[src/rtl/regfile_write_arbiter.sv]
// Two-requester write-back arbiter for the 32x32 register file: per-requester FIFOs,
// round-robin drain into a registered write port, plus a pending-write hazard mask.
module regfile_write_arbiter #(
    parameter int DEPTH = 2,
    parameter int DW    = 32,
    parameter int AW    = 5,
    localparam int PW   = $clog2(DEPTH),
    localparam int CW   = PW + 1
) (
    input  logic              clk,
    input  logic              rst,
    input  logic              a_valid,
    input  logic [AW-1:0]     a_addr,
    input  logic [DW-1:0]     a_data,
    output logic              a_ready,
    input  logic              b_valid,
    input  logic [AW-1:0]     b_addr,
    input  logic [DW-1:0]     b_data,
    output logic              b_ready,
    output logic              we,
    output logic [AW-1:0]     write_addr,
    output logic [DW-1:0]     write_data,
    output logic [(2**AW)-1:0] pending,
    output logic [CW-1:0]     a_count,
    output logic [CW-1:0]     b_count
);

    logic [AW-1:0] addr_mem_p0 [2][DEPTH];
    logic [DW-1:0] data_mem_p0 [2][DEPTH];
    logic [PW-1:0] rd_ptr [2];
    logic [PW-1:0] wr_ptr [2];
    logic [CW-1:0] count  [2];

    logic [1:0]    in_vld;
    logic [AW-1:0] in_addr [2];
    logic [DW-1:0] in_data [2];
    logic [1:0]    rdy;
    logic [1:0]    not_empty;
    logic [1:0]    push;
    logic [1:0]    pop;
    logic          sel;
    logic [AW-1:0] head_addr;
    logic [DW-1:0] head_data;
    logic          last_grant_b;

    logic          vld_p1;
    logic [AW-1:0] addr_p1;
    logic [DW-1:0] data_p1;

    logic [(2**AW)-1:0] pend;

    // An entry slot is live when its distance from the read pointer is below the occupancy.
    function automatic logic entry_live(input logic [PW-1:0] idx,
                                        input logic [PW-1:0] rd,
                                        input logic [CW-1:0] cnt);
        logic [PW-1:0] off;
        off = idx - rd;
        return {1'b0, off} < cnt;
    endfunction

    assign in_vld     = {b_valid, a_valid};
    assign in_addr[0] = a_addr;
    assign in_addr[1] = b_addr;
    assign in_data[0] = a_data;
    assign in_data[1] = b_data;

    always_comb begin
        rdy       = '0;
        not_empty = '0;
        push      = '0;
        for (int r = 0; r < 2; r++) begin
            rdy[r]       = (count[r] != CW'(DEPTH));
            not_empty[r] = (count[r] != '0);
            push[r]      = in_vld[r] && rdy[r];
        end
        pop[0] = not_empty[0] && (!not_empty[1] || last_grant_b);
        pop[1] = not_empty[1] && (!not_empty[0] || !last_grant_b);
        sel       = pop[1];
        head_addr = addr_mem_p0[sel][rd_ptr[sel]];
        head_data = data_mem_p0[sel][rd_ptr[sel]];
    end

    assign a_ready = rdy[0];
    assign b_ready = rdy[1];
    assign a_count = count[0];
    assign b_count = count[1];

    // ---- stage p0: FIFO control and storage ----
    always_ff @(posedge clk or negedge rst) begin
        if (!rst) begin
            for (int r = 0; r < 2; r++) begin
                rd_ptr[r] <= '0;
                wr_ptr[r] <= '0;
                count[r]  <= '0;
            end
            last_grant_b <= 1'b1;
        end else begin
            for (int r = 0; r < 2; r++) begin
                if (push[r]) wr_ptr[r] <= wr_ptr[r] + PW'(1);
                if (pop[r])  rd_ptr[r] <= rd_ptr[r] + PW'(1);
                count[r] <= count[r] + CW'(push[r]) - CW'(pop[r]);
            end
            if (|pop) last_grant_b <= pop[1];
        end
    end

    always_ff @(posedge clk) begin
        for (int r = 0; r < 2; r++) begin
            if (push[r]) begin
                addr_mem_p0[r][wr_ptr[r]] <= in_addr[r];
                data_mem_p0[r][wr_ptr[r]] <= in_data[r];
            end
        end
    end

    // ---- stage p1: registered write port; register 0 writes are consumed with we low ----
    always_ff @(posedge clk or negedge rst) begin
        if (!rst) begin
            vld_p1  <= 1'b0;
            addr_p1 <= '0;
            data_p1 <= '0;
        end else if (|pop) begin
            vld_p1  <= (head_addr != '0);
            addr_p1 <= head_addr;
            data_p1 <= head_data;
        end else begin
            vld_p1  <= 1'b0;
        end
    end

    assign we         = vld_p1;
    assign write_addr = addr_p1;
    assign write_data = data_p1;

    always_comb begin
        pend = '0;
        for (int r = 0; r < 2; r++) begin
            for (int i = 0; i < DEPTH; i++) begin
                if (entry_live(PW'(i), rd_ptr[r], count[r])) pend[addr_mem_p0[r][i]] = 1'b1;
            end
        end
        if (vld_p1) pend[addr_p1] = 1'b1;
        pend[0] = 1'b0;
    end

    assign pending = pend;

endmodule

[config.mk]
export PLATFORM = sky130hd
export DESIGN_NAME = regfile_write_arbiter
export DESIGN_NICKNAME = d
export VERILOG_FILES = /design/src/rtl/regfile_write_arbiter.sv
export SDC_FILE = /design/constraint.sdc
export NUM_CORES = 1
export LEC_CHECK = 0
export ABC_CLOCK_PERIOD_IN_PS = 8840
export BUFFER_PORTS_ARGS = -buffer_cell sky130_fd_sc_hd__buf_2
export CORE_ASPECT_RATIO = 2
export CORE_MARGIN = 2
export CORE_UTILIZATION = 61
export CTS_CLUSTER_DIAMETER = 120
export DETAILED_ROUTE_END_ITERATION = 16
export HOLD_SLACK_MARGIN = 0.05
export MAX_ROUTING_LAYER = met4
export PLACE_DENSITY_LB_ADDON = 0.05
export SYNTH_ARGS = -nofsm -noshare
export SYNTH_HDL_FRONTEND = slang
export SYNTH_SLANG_ARGS = --single-unit
[constraint.sdc]
create_clock -name clk -period 8.84 [get_ports clk]
set_input_delay 1.768 -clock clk [delete_from_list [all_inputs] [get_ports clk]]
set_output_delay 1.768 -clock clk [all_outputs]
set_load 0.05 [all_outputs]
==> metrics.yaml, run 1 <==
status: "finished, final reports clean"
slew-limit-headroom_pct: 18.8
ys_ff_latch: 195
die-area_um2: 16000
cp-end-kind: "output port"
drtIter0Drc: 476
r2r-start: "a_count[1]"
fin_nets: 918
hold_end: "write_data[11]"
slowest_delay_ps: 680
critPathMaxFanout: 74
die_width_um: 90.6
cts_buffers: 17
grt_antenna_before_repair: 1
tightest_slew_ps: 1220
layout_commonest_cell: "buf_2"
synthDistinctLibCells: 64
initial_core_util_pct: 62.0
layout-drive-gt1-share_pct: 27.4
grt_remaining_overflow: 0
rr_endpoint: "b_count[1]"
syn_area_um2: 9140
met3_wirelength_mm: 1.38
synth_nets: 795
ys_warn_count: 0
grt_max_degree: 76
min_period_ps: 4950
clock_sinks: 195
synth_top_area_cell: "edfxtp_1"
finClkSkew_ps: 7.98
grt_pass1_wl_mm: 37.5
root_buffer: "clkbuf_16"
syn-instance-count: 713
grt_usage_pct: 32.6
r2r_slack_ps: 5880
finalHoldViolations: 0
p_leak_nw: 3.91
post_cts_buffers: 0
setup_viol: 0
viasPerCell: 6.45
crit_path_top_delay_cell: "o21ai_1"
ant_nets: 0
crit_type: "reg -> out"
grt_pass1_vias: 6733
synthTopCellsByArea: "edfxtp_1 (49%), dfrtp_1 (13%), nor2b_1 (5.1%), a211oi_1 (4.6%), nand2_1 (2.4%)"
hold_start: "write_data[11]"
dpl.hpwl_mm: 17.2
die_height_um: 177
rsz0062_at_grt: "no"
wl_per_cell_um: 24.1
synth_edf_count: 148
synth-main-ff-cell: "edfxtp_1"
hold_depth: 2
rr_worst_depth: 9
routed-via-count: 6743
core_um2: 14700
rows: 63
hold_slack_ps: 482
cp-start-kind: "flop"
drv_cap: 0
fill_cells: 1011
highest_layer: "met4"
layout_common_cells: "buf_2 (152), edfxtp_1 (148), nor2b_1 (74)"
slew_violations: 0
period_share_pct: 56.0
met2_length_mm: 13.5
setup_tns_ps: 0
async_flop_share_pct: 24.1
hold_class: "reg -> reg"
p_per_area_nw_per_um2: 408
clk_pin_slew_ps: 70
vdd_drop_max_mv: 0.265
clock_latency_ps: 440
worstPathArrival_ps: 3190
cts_tree: "yes"
cts-htree-levels: 4
drt_wl_total_mm: 25.2
cts_buffer_depth: 2
worstPathCellList: "buf_4 -> nor2b_1 -> o21ai_1 -> o22ai_1 -> or3_1 -> buf_2"
port_buffers: 152
max_freq_mhz: 202
wl_met1_mm: 8.69
yosysSeqAreaShare_pct: 61.5
synth_top_area_share_pct: 48.6
ios: 154
syn_area_per_cell_um2: 12.8
ctsResizeCount: 0
area_growth_pct: 15.4
route.detailed.drc: 0
crit_required_ps: 7070
cts_hold_repair.buffers: 0
drt_pre_antenna_iters: 6
gp_congestion: 1.01
==> sequential cells by signal, summed over array words and instances (netlist names) <==
name	flops
a_count	2
addr_mem_p0	20
b_count	2
data_mem_p0	128
last_grant_b	1
rd_ptr	2
we	1
wr_ptr	2
write_addr	5
write_data	32
==> layout make-up <==
cell class,instances,area (µm²),area share (%)
diodes,1,2.50,0.0237
clock buffers,21,483,4.58
clock inverters,11,116,1.10
inverters,10,37.5,0.356
multi-input cells,455,3240,30.7
flip-flops and latches,195,5620,53.3
well taps,195,244,2.31
repair buffers,157,798,7.57
==> worst max path at each step <==
stage	end	start	cells past startpoint
after global placement	pending[20]	rd_ptr[1]	6
after global routing	pending[20]	rd_ptr[1]	6
final	pending[20]	rd_ptr[1]	6
after floorplan	addr_mem_p0[0][5]	a_valid	2
after detailed placement	pending[20]	rd_ptr[1]	6
after CTS	pending[20]	rd_ptr[1]	6
==> cells in the mapped netlist (all sizes together) (6+ instances only) <==
library cell,count
o21ai,13
nand2b,10
clkbuf,26
o31ai,34
nand3b,8
and3,9
nor2,20
dfrtp,46
a22oi,19
buf,27
edfxtp,148
a221o,6
nand3,18
nand2,58
o22a,9
a211oi,66
xnor2,7
nor3,7
nor2b,74
and3b,8
nor3b,12
inv,10
o211ai,11
mux2i,6
==> power by group <==
part	switching (mW)	internal (mW)	total, mW
Sequential	0.218	1.31	1.52
Clock	0.340	0.429	0.768
Combinational	1.45	0.558	2.01
==> metal layers <==
metal,track usage (%),vias to the layer above
li1,-,2996
met3,5.49,97
met2,56.3,365
met1,33.9,3285
met4,21.5,0
met5,-,-
==> worst max-delay path: cells and delay by family (launching register included) <==
family,cells,cell delay (ps)
flip-flops,1,350
AND/OR/NAND/NOR,2,620
AO/OA/AOI/OAI,2,860
buffers and inverters,2,880
==> cells by family (layout without fill, tap and decap cells) <==
| family | after synthesis | in the layout | share of synthesized area [%] |
|---|---|---|---|
| AOI/OAI and AO/OA | 189 | 189 | 17.3 |
| muxes | 11 | 11 | 1.27 |
| buffers and inverters | 63 | 199 | 3.35 |
| DFF | 195 | 195 | 61.5 |
| xor gates and xnor gates | 8 | 8 | 0.767 |
| other | 1 | 2 | 0.0410 |
| adders and majority gates | 4 | 4 | 0.548 |
| and+or+nand+nor | 242 | 242 | 15.3 |
==> per-stage QoR <==
| step | area (µm²) | power, mW | utilization, % | setup WS [ps] | cells |
|---|---|---|---|---|---|
| after global placement | 9940 | 3.45 | 67.4 | 4530 | 1012 |
| after global routing | 10500 | 4.48 | 71.5 | 3840 | 1045 |
| after detailed placement | 9940 | 3.53 | 67.4 | 4450 | 1012 |
| after floorplan | 9140 | 3.02 | - | 4960 | 713 |
| after CTS | 10500 | 4.30 | 71.5 | 3980 | 1044 |
| final | 10500 | 4.30 | 71.5 | 3890 | 1045 |
Note: power is estimated with default switching activity, not from simulation.
==> inputs of run 2 (changes only) <==
--- a/config.mk
+++ b/config.mk
@@ -5,11 +5,11 @@
 export SDC_FILE = /design/constraint.sdc
 export NUM_CORES = 1
 export LEC_CHECK = 0
-export ABC_CLOCK_PERIOD_IN_PS = 8840
+export ABC_CLOCK_PERIOD_IN_PS = 4300
 export BUFFER_PORTS_ARGS = -buffer_cell sky130_fd_sc_hd__buf_2
 export CORE_ASPECT_RATIO = 2
 export CORE_MARGIN = 2
-export CORE_UTILIZATION = 61
+export CORE_UTILIZATION = 51
 export CTS_CLUSTER_DIAMETER = 120
 export DETAILED_ROUTE_END_ITERATION = 16
 export HOLD_SLACK_MARGIN = 0.05
==> constraint.sdc (replaced) <==
create_clock -name clk -period 4.3 [get_ports clk]
set_input_delay 0.86 -clock clk [delete_from_list [all_inputs] [get_ports clk]]
set_output_delay 0.86 -clock clk [all_outputs]
set_load 0.05 [all_outputs]
==> run 2 against run 1 <==
Non-clock buffer count rose by 2. Highest routed layer unchanged. Worst hold slack got worse by 150 ps. Register-to-register slack got worse by 3900 ps. Clock skew rose by 2.5 ps. Setup slack got worse by 3000 ps. Flip-flop and latch count did not move. Sequential share of layout area fell by 0.33 points. Total power rose by 110%. Wire length rose by 6.0%. Cell area rose by 0.62%.
==> metrics.yaml, run 2 (synthesis gave the netlist of run 1 again) <==
grt_remaining_overflow: 0
dpl.hpwl_mm: 19.3
drtIter0Drc: 378
setup_viol: 0
diodes: 0
cp-end-kind: "output port"
grt_antenna_before_repair: 1
crit_required_ps: 3440
post_cts_buffers: 0
routed-via-count: 6610
swShare_pct: 46.1
power_frac_clock_pct: 18.7
critPathMaxFanout: 14
layout-drive-gt1-share_pct: 27.6
p_per_area_nw_per_um2: 844
crit_buf_inv: 1
slew_violations: 0
grt_pass1_vias: 6865
layout_commonest_cell: "buf_2"
fin_nets: 920
combPwrFrac_pct: 46.6
ios: 154
clock_sinks: 195
drt_pre_antenna_iters: 5
die_height_um: 193
grt_pass1_wl_mm: 40.7
min_period_ps: 3440
gp_congestion: 0.976
initial_core_util_pct: 51.6
pwr-share-seq_pct: 34.8
die-area_um2: 19100
cpLargestDelayFamily: "flip-flops"
slew-limit-headroom_pct: 19.2
finClkSkew_ps: 10.5
tightest_slew_ps: 1210
viasPerCell: 6.21
fill_cells: 1424
p_leak_nw: 3.93
rsz0062_at_grt: "no"
port_buffers: 152
max_freq_mhz: 290
hold_slack_ps: 333
area_growth_pct: 16.1
route.detailed.drc: 0
ant_nets: 0
die_width_um: 98.7
ctsResizeCount: 0
drt_wl_total_mm: 26.7
p_int_mw: 4.83
rows: 69
layout_common_cells: "buf_2 (152), edfxtp_1 (148), nor2b_1 (74)"
period_share_pct: 80.1
core_um2: 17700
crit_path_top_delay_cell: "dfrtp_1"
crit_type: "reg -> out"
wl_per_cell_um: 25.1
cp-start-kind: "flop"
largest_reg_flops: 128
drv_cap: 0
worstPathCellList: "a21o_1 -> and3_1 -> a22oi_1 -> o211ai_1 -> buf_2"
cts_buffers: 17
clock_latency_ps: 430
cts-htree-levels: 4
finalHoldViolations: 0
clk_pin_slew_ps: 70
grt_max_degree: 76
root_buffer: "clkbuf_16"
cts_buffer_depth: 2
cts_tree: "yes"
vdd_drop_max_mv: 0.564
worstPathArrival_ps: 2580
setup_tns_ps: 0
cts_hold_repair.buffers: 0
status: "finished, final reports clean"
hold_class: "in -> async"
p_sw_mw: 4.13
slowest_delay_ps: 760
grt_usage_pct: 29.3
run 2: cell count changes in the layout (fill, tap and decap cells not counted), sizes merged:
cell and delta:
bufinv +3, clkbuf -3, buf +2, clkinv +1, clkinvlp -1, diode -1
run 2: path summary, 6_finish.rpt:
check,start,to,slack [ps],cells past startpoint
worst max-delay path,b_count[1],pending[19],860,5
worst min-delay path,rst,wr_ptr[1],330,1
worst max register to register,a_count[1],data_mem_p0[0][37],1970,3
worst min register to register,write_data[5],write_data[5],470,2
max in group asynchronous,rst,rd_ptr[0],3120,2
min in group clk,write_data[5],write_data[5],470,2
run 2: per-layer routing:
| layer | vias up | wire, µm | GRT usage [%] |
|---|---|---|---|
| met1 | 3230 | 8990 | 30.1 |
| met2 | 286 | 14600 | 51.4 |
| met4 | 0 | 1980 | 19.0 |
| li1 | 2998 | - | - |
| met5 | - | 0 | - |
| met3 | 96 | 1170 | 3.83 |
run 2: power by group through the flow:
stage	combinational, mW	clock [mW]	sequential (mW)
6_report	4.17	1.67	3.11
5_1_grt	4.44	1.75	3.18
4_1_cts	4.18	1.69	3.11
3_5_place_dp	4.17	0	3.14
3_3_place_gp	4.09	0	3.12
2_1_floorplan	2.55	0	3.65
run 2: per-stage QoR:
step	util, %	power [mW]	worst slack [ps]	area, µm²	std cells
after floorplan	-	6.20	721	9140	713
after global placement	56.4	7.21	1390	9980	1032
after detailed placement	56.4	7.31	1320	9980	1032
after CTS	59.9	8.98	866	10600	1064
after global routing	59.9	9.36	762	10600	1064
final	59.9	8.95	858	10600	1064
run 2: layout make-up:
cell class              instances  area, µm²  area share, %
inverters                      10       37.5          0.354
repair buffers                159        813           7.67
clock inverters                14        200           1.89
clock buffers                  18        429           4.05
well taps                     213        267           2.51
multi-input cells             455       3240           30.5
flip-flops and latches        195       5620           53.0
run 2: worst reg2reg max path, delay by kind of cell, from the launching register on:
family / cells / cell delay (ps)
DFF: 1 / 550
and+or+nand+nor: 3 / 1370
==> inputs of run 3 (changes only) <==
--- a/config.mk
+++ b/config.mk
@@ -5,7 +5,8 @@
 export SDC_FILE = /design/constraint.sdc
 export NUM_CORES = 1
 export LEC_CHECK = 0
-export ABC_CLOCK_PERIOD_IN_PS = 4300
+export ABC_AREA = 1
+export ABC_CLOCK_PERIOD_IN_PS = 2800
 export BUFFER_PORTS_ARGS = -buffer_cell sky130_fd_sc_hd__buf_2
 export CORE_ASPECT_RATIO = 2
 export CORE_MARGIN = 2
==> constraint.sdc (replaced) <==
create_clock -name clk -period 2.8 [get_ports clk]
set_input_delay 0.56 -clock clk [delete_from_list [all_inputs] [get_ports clk]]
set_output_delay 0.56 -clock clk [all_outputs]
set_load 0.05 [all_outputs]
==> run 3 against run 2 <==
Synthesized cell count grew 21%. Utilization grew 2.5 points. Clock power grew 38%. Largest cell class unchanged. Die area shrank 2.3%. Global-route usage shrank 0.73 points.
==> metrics.yaml, run 3 <==
synth_top_area_share_pct: 49.8
yosys.area_share.xor_xnor_pct: 0.491
layout_common_cells: "nand2_1 (300), edfxtp_1 (148), buf_2 (143)"
ys_top_cells_by_count: "nand2_1 (301), edfxtp_1 (148), nand3_1 (90)"
rsz0062_at_grt: "yes"
cp-end-kind: "output port"
yosysSeqAreaShare_pct: 63.0
critPathMaxFanout: 8
min_period_ps: 2710
setup_viol: 0
crit_type: "reg -> out"
period_share_pct: 96.9
synth_edf_count: 148
viasPerCell: 5.72
finalHoldViolations: 0
crit_path_top_delay_cell: "dfrtp_1"
clk_pin_slew_ps: 70
worstPathArrival_ps: 2150
clock_sinks: 195
finClkSkew_ps: 11.7
gp_congestion: 0.986
cp-start-kind: "flop"
synth_compound_area_share_pct: 5.97
rows: 68
slew_violations: 0
syn-instance-count: 866
vdd_drop_max_mv: 0.876
ant_nets: 0
grt_antenna_before_repair: 0
async_flop_share_pct: 24.1
synth_top_family_by_area: "simple AND/OR/NAND/NOR gates"
seq_area_um2: 5620
route.detailed.drc: 0
status: "finished, final reports clean"
synth_top_area_cell: "edfxtp_1"
port_buffers: 152
synth_fa_ha_area_share_pct: 0.561
routed-via-count: 7250
dp_cells: 1236
core_um2: 17200
synthTopCellsByArea: "edfxtp_1 (50%), dfrtp_1 (13%), nand2_1 (13%), nand3_1 (5.0%), nand3_2 (3.4%)"
die_width_um: 97.5
fin_nets: 1127
muxShareOfSynthArea_pct: 0
setup_tns_ps: 0
layout_commonest_cell: "nand2_1"
tightest_slew_ps: 656
slowest_delay_ps: 430
ys_warn_count: 0
cts-htree-levels: 4
multiInputGateArea_um2: 2990
area_growth_pct: 20.3
hold_class: "in -> async"
max_freq_mhz: 369
slew-limit-headroom_pct: 55.9
cts_buffer_depth: 2
ys_ff_latch: 195
drt_pre_antenna_iters: 5
die-area_um2: 18600
final_cells: 1268
diodes: 0
dpl.hpwl_mm: 18.0
drtIter0Drc: 344
cts_tree: "yes"
initial_core_util_pct: 51.9
layout-drive-gt1-share_pct: 27.0
synth_most_common_cell: "nand2_1"
syn_area_per_cell_um2: 10.3
grt_pass1_vias: 7314
wl_per_cell_um: 19.9
p_leak_nw: 4.51
synthDistinctLibCells: 32
ios: 154
root_buffer: "clkbuf_16"
fill_cells: 1484
die_height_um: 191
p_per_area_nw_per_um2: 1360
grt_max_degree: 48
largest_reg_flops: 128
crit_required_ps: 2240
grt_remaining_overflow: 0
cts_buffers: 17
synth-main-ff-cell: "edfxtp_1"
grt_usage_pct: 28.6
drv_cap: 0
grt_pass1_wl_mm: 38.9
syn_area_um2: 8920
clock_latency_ps: 430
synthSimpleGateAreaFrac_pct: 25.5
worstPathCellList: "inv_2 -> o21ai_1 -> nand3_1 -> clkinvlp_4 -> nand2_1 -> o2111ai_1 -> buf_2"
synth_nets: 948
drt_wl_total_mm: 25.2
-- run 3: cell count changes after synthesis, sizes merged, moves of 12 or more --
cell and change:
a211oi -66, nor2 +13, nor3 +34, nand2 +249, inv +40, nor2b -74
o31ai -34, o2111ai +31, clkbuf -22, nand3 +102, nor3b -12, a21oi +23
-- run 3: timing repair --
item,in CTS,in global routing
setup buffers,0,0
endpoints found under the setup margin,27,31
gates resized for setup,3,19
hold buffers,0,0
gates cloned,0,0
-- run 3: worst paths after layout --
| check | start | end | cells past startpoint | slack [ps] |
|---|---|---|---|---|
| setup / recovery | b_count[0] | pending[1] | 7 | 90 |
| hold / removal | rst | wr_ptr[1] | 1 | 100 |
| setup reg to reg | b_count[1] | we | 11 | 750 |
| hold reg to reg | write_data[8] | write_data[8] | 2 | 470 |
| max in group asynchronous | rst | write_data[9] | 2 | 2110 |
| min in group clk | b_addr[1] | addr_mem_p0[1][1] | 1 | 310 |
-- run 3: cells by family after synthesis --
group / count (synthesis)
AND/OR/NAND/NOR: 502
flip-flops: 195
buffers and inverters: 81
AO/OA/AOI/OAI: 78
XOR/XNOR: 5
adder cells (fa/ha/maj): 4
other: 1
-- run 3: where the power goes --
part / internal, mW / total, mW / switching [mW]
Sequential: 4.12 / 4.55 / 0.431
Clock: 1.25 / 2.30 / 1.05
Combinational: 1.99 / 7.69 / 5.70
-- run 3: worst max-delay path: cells and delay by family (launching register included) --
| family | cells | cell delay (ps) |
|---|---|---|
| compound gates | 2 | 380 |
| buf+inv | 3 | 650 |
| flops | 1 | 430 |
| simple gates | 2 | 260 |
-- run 3: layer usage --
layer | track usage [%] | share of wire, % | vias up
met5 | - | 0 | -
met4 | 18.5 | 6.1 | 0
met3 | 5.05 | 4.7 | 88
met2 | 50.8 | 54 | 282
met1 | 28.5 | 35 | 3497
li1 | - | - | 3383
-- run 3: layout make-up --
| type | count | area share [%] |
|---|---|---|
| timing repair buffer | 190 | 10.2 |
| inverter | 51 | 1.83 |
| clock buffer | 20 | 4.45 |
| clock inverter | 12 | 0.828 |
| tap | 210 | 2.45 |
| multi-input combinational | 590 | 27.9 |
| sequential | 195 | 52.4 |
-- run 3: per-stage QoR --
| stage | hold WS (ps) | utilization (%) | power, mW | instance area [µm²] | worst slack (ps) |
|---|---|---|---|---|---|
| after CTS | 109 | 62.1 | 14.6 | 10700 | -67.5 |
| final | 105 | 62.4 | 14.5 | 10700 | 88.0 |
| after detailed placement | 460 | 58.7 | 12.3 | 10100 | 375 |
| after floorplan | 264 | - | 10.2 | 8930 | -10.9 |
| after global placement | 457 | 58.7 | 12.2 | 10100 | 411 |
| after global routing | 130 | 62.4 | 15.4 | 10700 | -18.0 |
